### src/rtl/arith_pkg.sv
// Shared definitions for the serial arithmetic blocks.
// Every serial FSM in the datapath uses the same 2-bit state encoding.
package arith_pkg;

  typedef enum logic [1:0] {
    S_IDLE  = 2'd0,
    S_SHIFT = 2'd1,
    S_DONE  = 2'd2
  } state_t;

endpackage

### src/rtl/onebitfa.sv
// Single-bit full adder cell.
// This is the only arithmetic element the serial blocks use.
module onebitfa (
  input  logic a,
  input  logic b,
  input  logic cin,
  output logic sum,
  output logic cout
);

  assign sum  = a ^ b ^ cin;
  assign cout = (a & b) | (a & cin) | (b & cin);

endmodule

### src/rtl/serial_subtractor.sv
// Bit-serial subtractor: computes a - b, LSB first, using one full-adder cell fed with a and ~b.
// Valid/ready handshakes sit on the operand side and on the result side.
module serial_subtractor
  import arith_pkg::*;
#(
  parameter int WIDTH = 8
) (
  input  logic             clk,
  input  logic             rst_n,
  input  logic             in_valid,
  output logic             in_ready,
  input  logic [WIDTH-1:0] a,
  input  logic [WIDTH-1:0] b,
  output logic             out_valid,
  input  logic             out_ready,
  output logic [WIDTH-1:0] diff,
  output logic             borrow,
  output logic             ovf,
  output logic             busy
);

  localparam int CW = $clog2(WIDTH) + 1;

  state_t           state_q, state_d;
  logic [WIDTH-1:0] opa_q, opa_d;
  logic [WIDTH-1:0] opb_q, opb_d;
  logic [WIDTH-1:0] diff_q, diff_d;
  logic             carry_q, carry_d;
  logic             borrow_q, borrow_d;
  logic             ovf_q, ovf_d;
  logic [CW-1:0]    cnt_q, cnt_d;

  logic             fa_b;
  logic             fa_sum;
  logic             fa_cout;
  logic [WIDTH-1:0] diff_shifted;

  assign fa_b = ~opb_q[0];

  onebitfa u_fa (
    .a    (opa_q[0]),
    .b    (fa_b),
    .cin  (carry_q),
    .sum  (fa_sum),
    .cout (fa_cout)
  );

  // Result bits enter at the MSB so that after WIDTH shifts the LSB lands at bit 0.
  generate
    if (WIDTH == 1) begin : g_diff_w1
      assign diff_shifted = fa_sum;
    end else begin : g_diff_wn
      assign diff_shifted = {fa_sum, diff_q[WIDTH-1:1]};
    end
  endgenerate

  always_ff @(posedge clk or negedge rst_n) begin
    if (!rst_n) begin
      state_q  <= S_IDLE;
      opa_q    <= '0;
      opb_q    <= '0;
      diff_q   <= '0;
      carry_q  <= 1'b0;
      borrow_q <= 1'b0;
      ovf_q    <= 1'b0;
      cnt_q    <= '0;
    end else begin
      state_q  <= state_d;
      opa_q    <= opa_d;
      opb_q    <= opb_d;
      diff_q   <= diff_d;
      carry_q  <= carry_d;
      borrow_q <= borrow_d;
      ovf_q    <= ovf_d;
      cnt_q    <= cnt_d;
    end
  end

  always_comb begin
    state_d  = state_q;
    opa_d    = opa_q;
    opb_d    = opb_q;
    diff_d   = diff_q;
    carry_d  = carry_q;
    borrow_d = borrow_q;
    ovf_d    = ovf_q;
    cnt_d    = cnt_q;
    unique case (state_q)
      S_IDLE: begin
        if (in_valid) begin
          opa_d   = a;
          opb_d   = b;
          carry_d = 1'b1;
          cnt_d   = '0;
          state_d = S_SHIFT;
        end
      end
      S_SHIFT: begin
        diff_d  = diff_shifted;
        opa_d   = opa_q >> 1;
        opb_d   = opb_q >> 1;
        carry_d = fa_cout;
        cnt_d   = cnt_q + CW'(1);
        // On the MSB cycle carry_q is the carry into the MSB, fa_cout the carry out of it.
        if (cnt_q == CW'(WIDTH - 1)) begin
          borrow_d = ~fa_cout;
          ovf_d    = carry_q ^ fa_cout;
          state_d  = S_DONE;
        end
      end
      S_DONE: begin
        if (out_ready) begin
          state_d = S_IDLE;
        end
      end
      default: begin
        state_d = S_IDLE;
      end
    endcase
  end

  assign in_ready  = (state_q == S_IDLE);
  assign busy      = (state_q == S_SHIFT);
  assign out_valid = (state_q == S_DONE);
  assign diff      = diff_q;
  assign borrow    = borrow_q;
  assign ovf       = ovf_q;

endmodule
### config.mk
export PLATFORM = sky130hd
export DESIGN_NAME = serial_subtractor
export DESIGN_NICKNAME = d
export VERILOG_FILES = /design/src/rtl/arith_pkg.sv /design/src/rtl/onebitfa.sv /design/src/rtl/serial_subtractor.sv
export SDC_FILE = /design/constraint.sdc
export NUM_CORES = 1
export LEC_CHECK = 0
export ABC_AREA = 1
export CORE_ASPECT_RATIO = 0.5
export CORE_MARGIN = 4
export CORE_UTILIZATION = 49
export DETAILED_ROUTE_END_ITERATION = 8
export GPL_TIMING_DRIVEN = 0
export PLACE_DENSITY = 0.78
export SLEW_MARGIN = 20
export SYNTH_ARGS = -nofsm -noshare
export SYNTH_HDL_FRONTEND = slang
export SYNTH_SLANG_ARGS = --single-unit
export TNS_END_PERCENT = 100
### constraint.sdc
create_clock -name clk -period 1.8 [get_ports clk]
set_clock_uncertainty 0.15 [all_clocks]
set_input_delay 0.36 -clock clk [delete_from_list [all_inputs] [get_ports clk]]
set_output_delay 0.36 -clock clk [all_outputs]
set_load 0.02 [all_outputs]
# Yosys cells after proc, flatten, opt, wreduce, memory -nomap -nowiden
# Index checks and enable logic that the tools add are counted.
# totals
register_bits	33
output_inout_bits	13
# op_classes
n_eq_ne	6
n_bitwise	10
reduce_logical	5
n_addsub	1
muxes	12
# op_table
cell	count
$pmux 8 s2	2
$mux 8	2
$pmux 4 s2	1
$mux 2	3
$pmux 2 s3	1
$add 4x1->4 const B	1
$eq 4x3->1 const B	1
$mux 4	1
$ne 2x1->1 const B	2
$reduce_and 2->1	2
$and 1x1->1	3
$reduce_and 3->1	1
$xor 1x1->1	3
$eq 2x1->1 const B	1
$eq 2x2->1 const B	1
$logic_not 2->1	1
$ne 2x2->1 const B	1
$not 1->1	2
$or 1x1->1	2
$pmux 1 s2	1
$reduce_bool 2->1	1
$mux 1	1

# Logic depth before layout (Yosys ltp)
# logic_depth
depth_word	5
depth_mapped	7

# By module
# From an unflattened synthesis, not the netlist that was laid out.
# unflattened
cells_unflattened	171
area_unflattened_um2	1475.2
# by_module_without_submodules
mod	seq_area_each_um2	n_inst	area_per_inst_um2	cells_per_inst
serial_subtractor	825.8	1	1455.1	170
onebitfa	0.0	1	20.0	1

# Worst setup path before layout
# OpenSTA, ideal clock, no wires.
# synth_timing
path_type	register -> register
start	reg carry_q
end	reg ovf_q, in the netlist ovf
arrival_time_ps	1078
period_less_slack_ps	1345
required_ps	1534
path_slack_ps	455
setup_ps	116
path_stages_with_launch	5
cell_sequence	dfrtp_1 -> fa_1 -> xor2_1 -> nand2_1 -> nand2_1
# synth_between
elab_chain_cells	4
# synth_rtl
element	line_no	source
start, declared	serial_subtractor.sv:28	logic carry_q, carry_d;
start signal, assigned	serial_subtractor.sv:72	carry_q <= carry_d;
$and 1x1->1	onebitfa.sv:12	assign cout = (a & b) | (a & cin) | (b & cin);
$or 1x1->1 (2 in series)	onebitfa.sv:12	
$xor 1x1->1 *	serial_subtractor.sv:107	ovf_d = carry_q ^ fa_cout;
end signal, assigned	serial_subtractor.sv:74	ovf_q <= ovf_d;
end, declared	serial_subtractor.sv:30	logic ovf_q, ovf_d;
# Mark *: on every way between the ends. The rest lies on a longest branch, timed or not.
# A chain may end at the register's enable or synchronous reset.

# Worst setup path in the final report
# layout_timing
start	reg diff_q[2], in the netlist diff[2]
end	out diff[2]
# layout_rtl
element	line_no	source
start, declared	serial_subtractor.sv:27	logic [WIDTH-1:0] diff_q, diff_d;
start signal, assigned	serial_subtractor.sv:71	diff_q <= diff_d;
end, declared	serial_subtractor.sv:16	output logic [WIDTH-1:0] diff,
# No word-level cell between the ends.

==> impl_metrics.py <==
metrics = {
    "clock_network": {
        "cts_tree": "built",
        "cts.htree.levels": 2,
        "root_buffer": "clkbuf_8",
        "clk_pin_slew_ns": 0.07,
        "clk_latency_ns": 0.28,
        "numCtsBuffers": 5,
        "clock-sinks": 33,
        "cts_buffer_depth": 2,
    },
    "cells_and_area": {
        "areaGrowthSynthToFinish_pct": 33.73,
        "drive_gt1_frac": 0.1075,
        "fill_cells": 235,
        "finalNetCount": 235,
        "diodes": 0,
    },
    "detailed_routing": {
        "ant_nets": 0,
        "dr.pass1.iters": 4,
        "drt_iter0_markers": 69,
        "drc": 0,
        "wl_mm": 3.477,
        "vias": 1313,
        "drt-wirelength-per-cell_um": 13.85,
        "vias_per_cell": 5.231,
    },
    "yosys": {
        "yosys_warnings": 0,
        "syn_nets": 194,
        "yosys.cell_types.count": 19,
        "synth-seq-cells": 33,
        "syn_area_per_cell_um2": 8.584,
        "syn_area_um2": 1476,
        "ys_seq_area_frac": 0.5593,
        "synth_cells": 172,
    },
    "place": {
        "dpl_worst_slack_ns": -0.2505,
        "gp_congestion": 0.7691,
        "port_buffers": 32,
        "dp_hpwl_mm": 2.485,
    },
    "worst_setup_path": {
        "crit_required_ns": 1.29,
        "cp-end-kind": "output pin",
        "cp.buffers_inverters": 1,
        "crit_path_start_kind": "register",
        "path_delay_family": "buffers and inverters",
        "critPathArrivalTime_ns": 1.25,
        "cpPeakStageDelay_ns": 0.62,
        "slowest_stage": "clkdlybuf4s50_1",
        "crit_type": "reg -> out",
        "cp_max_fo": 2,
        "crit_chain": "clkdlybuf4s50_1",
    },
    "sta": {
        "rsz0062_at_grt": "false",
        "timing.fmax_mhz": 567.1,
        "period_minus_slack_ns": 1.763,
        "whs_ns": 0.2710,
        "drv_slew": 0,
        "finalSetupViolations": 0,
        "tightestPinTransition_ns": 0.4505,
        "fin_crit_sh": 0.9797,
        "hold_violations": 0,
        "slew_headroom": 0.6997,
        "setup_ws_ns": 0.03656,
    },
    "pwr": {
        "p_per_area_nw_per_um2": 1663,
        "ir_worst_vdd_mv": 0.7791,
        "total_power_mw": 3.283,
        "p_leak_nw": 1.018,
    },
    "grt": {
        "grt-ovfl-total": 0,
        "grt_start_max_net_pins": 32,
        "grt_pass1_wl_mm": 5.775,
        "grt_use_total": 0.1948,
        "grt_pass1_vias": 1241,
        "antenna_found_initial": 0,
    },
    "floorplan": {
        "core_um2": 2733,
        "pin_count": 33,
        "start_util": 0.5403,
        "fp-row-count": 13,
        "dieHeight_um": 46.82,
        "die_area_um2": 4009,
        "die_x_um": 85.63,
    },
    "hold_path": {
        "hp-class": "in -> async",
    },
    "status": {
        "status": "complete, no violations",
    },
    "flow_run": {
        "cap_violations": 0,
    },
}
-- through the flow --
stage          instances  TNS [ns]  area, um^2  utilization
2_1_floorplan        172         0        1476            -
3_3_place_gp         241    -15.01        1843       0.6745
3_5_place_dp         242   -0.6379        1858       0.6799
4_1_cts              250  -0.08758        1951       0.7138
5_1_grt              251         0        1974       0.7225
6_report             251         0        1974       0.7225
-- timing repair --
action                                  CTS  global route
endpoints found under the setup margin    3             7
cloned                                    0             0
pin swaps                                 0             1
hold buffers                              1             0
hold endpoints to repair                 33             0
setup buffers                             0             1
resized for setup                        12            10
-- worst register-to-register path, cell delays in order (launching register included) --
cell and delay, ns:
dfrtp_1 0.36, inv_1 0.07, fa_1 0.48, xor2_1 0.16, nand2_1 0.07, nand2_1 0.05
-- cell usage after synthesis, drive strengths merged --
master / number / area (um^2)
o31ai: 1 / 7.510
inv: 8 / 30.03
nand4: 1 / 6.260
nand2: 47 / 178.9
dfrtp: 33 / 825.8
o21ai: 8 / 40.03
nand3: 50 / 250.2
buf: 9 / 47.55
nor2: 10 / 40.04
fa: 1 / 20.02
clkbuf: 1 / 3.750
xor2: 1 / 8.760
ha: 1 / 12.51
a21oi: 1 / 5.000
-- flip-flops by register name (all words and copies together) (netlist names) --
| signal | flops |
|---|---|
| opb_q | 8 |
| state_q | 2 |
| diff | 8 |
| carry_q | 1 |
| ovf | 1 |
| opa_q | 8 |
| cnt_q | 4 |
| borrow | 1 |
-- cell families after synthesis --
family                     synth area share
DFF                                  0.5593
buffers and inverters               0.05509
AOI/OAI and AO/OA                   0.03559
and+or+nand+nor                      0.3220
xor gates and xnor gates           0.005933
adders and majority gates           0.02203
-- path summary, 6_finish.rpt --
| path | startpoint | to | slack, ns | cells after the start |
|---|---|---|---|---|
| worst max-delay path | diff[2] | diff[2] | 0.04 | 1 |
| worst min-delay path | rst_n | opb_q[3] | 0.27 | 2 |
| worst max register to register | opb_q[0] | ovf | 0.36 | 5 |
| worst min register to register | diff[0] | diff[0] | 0.33 | 2 |
| max in group asynchronous | rst_n | state_q[0] | 0.87 | 3 |
| min in group clk | diff[0] | diff[0] | 0.33 | 2 |
-- power breakdown --
group	total [mW]	switching [mW]	internal, mW
Clock	0.536	0.261	0.275
Sequential	1.28	0.220	1.06
Combinational	1.47	0.868	0.603
-- layout by cell type (no fill, tap or decap) --
cell type and count:
inv_6 1, nand3_1 50, o21ai_0 3, dlygate4sd3_1 1, nor2_1 9, clkbuf_8 5
o21ai_1 5, buf_2 8, buf_6 1, clkbuf_1 4, nor2_4 1, dfrtp_1 32
nand4_1 1, inv_1 6, buf_4 3, ha_1 1, dlymetal6s2s_1 6, inv_2 1
clkdlybuf4s50_1 22, dfrtp_2 1, fa_1 1, xor2_1 1, dlygate4sd2_1 1, o31ai_1 1
nand2_1 46, buf_12 1, a21oi_1 1, nand2_2 1
-- cell type report --
class | count | area [um^2] | area share
flip-flops and latches | 33 | 827.0 | 0.4189
multi-input cells | 121 | 574.3 | 0.2909
repair buffers | 35 | 359.1 | 0.1819
clock buffers | 8 | 80.08 | 0.04056
plain buffers | 9 | 52.55 | 0.02662
well taps | 37 | 46.29 | 0.02345
inverters | 8 | 35.03 | 0.01774
-- routing by layer --
layer | vias up | GRT usage | share of wire
li1 | 649 | - | -
met1 | 619 | 0.2478 | 0.44
met2 | 41 | 0.3364 | 0.49
met3 | 4 | 0.04729 | 0.059
met4 | 0 | 0.07571 | 0.0083
met5 | - | 0 | 0
(Power assumes the default switching activity.)
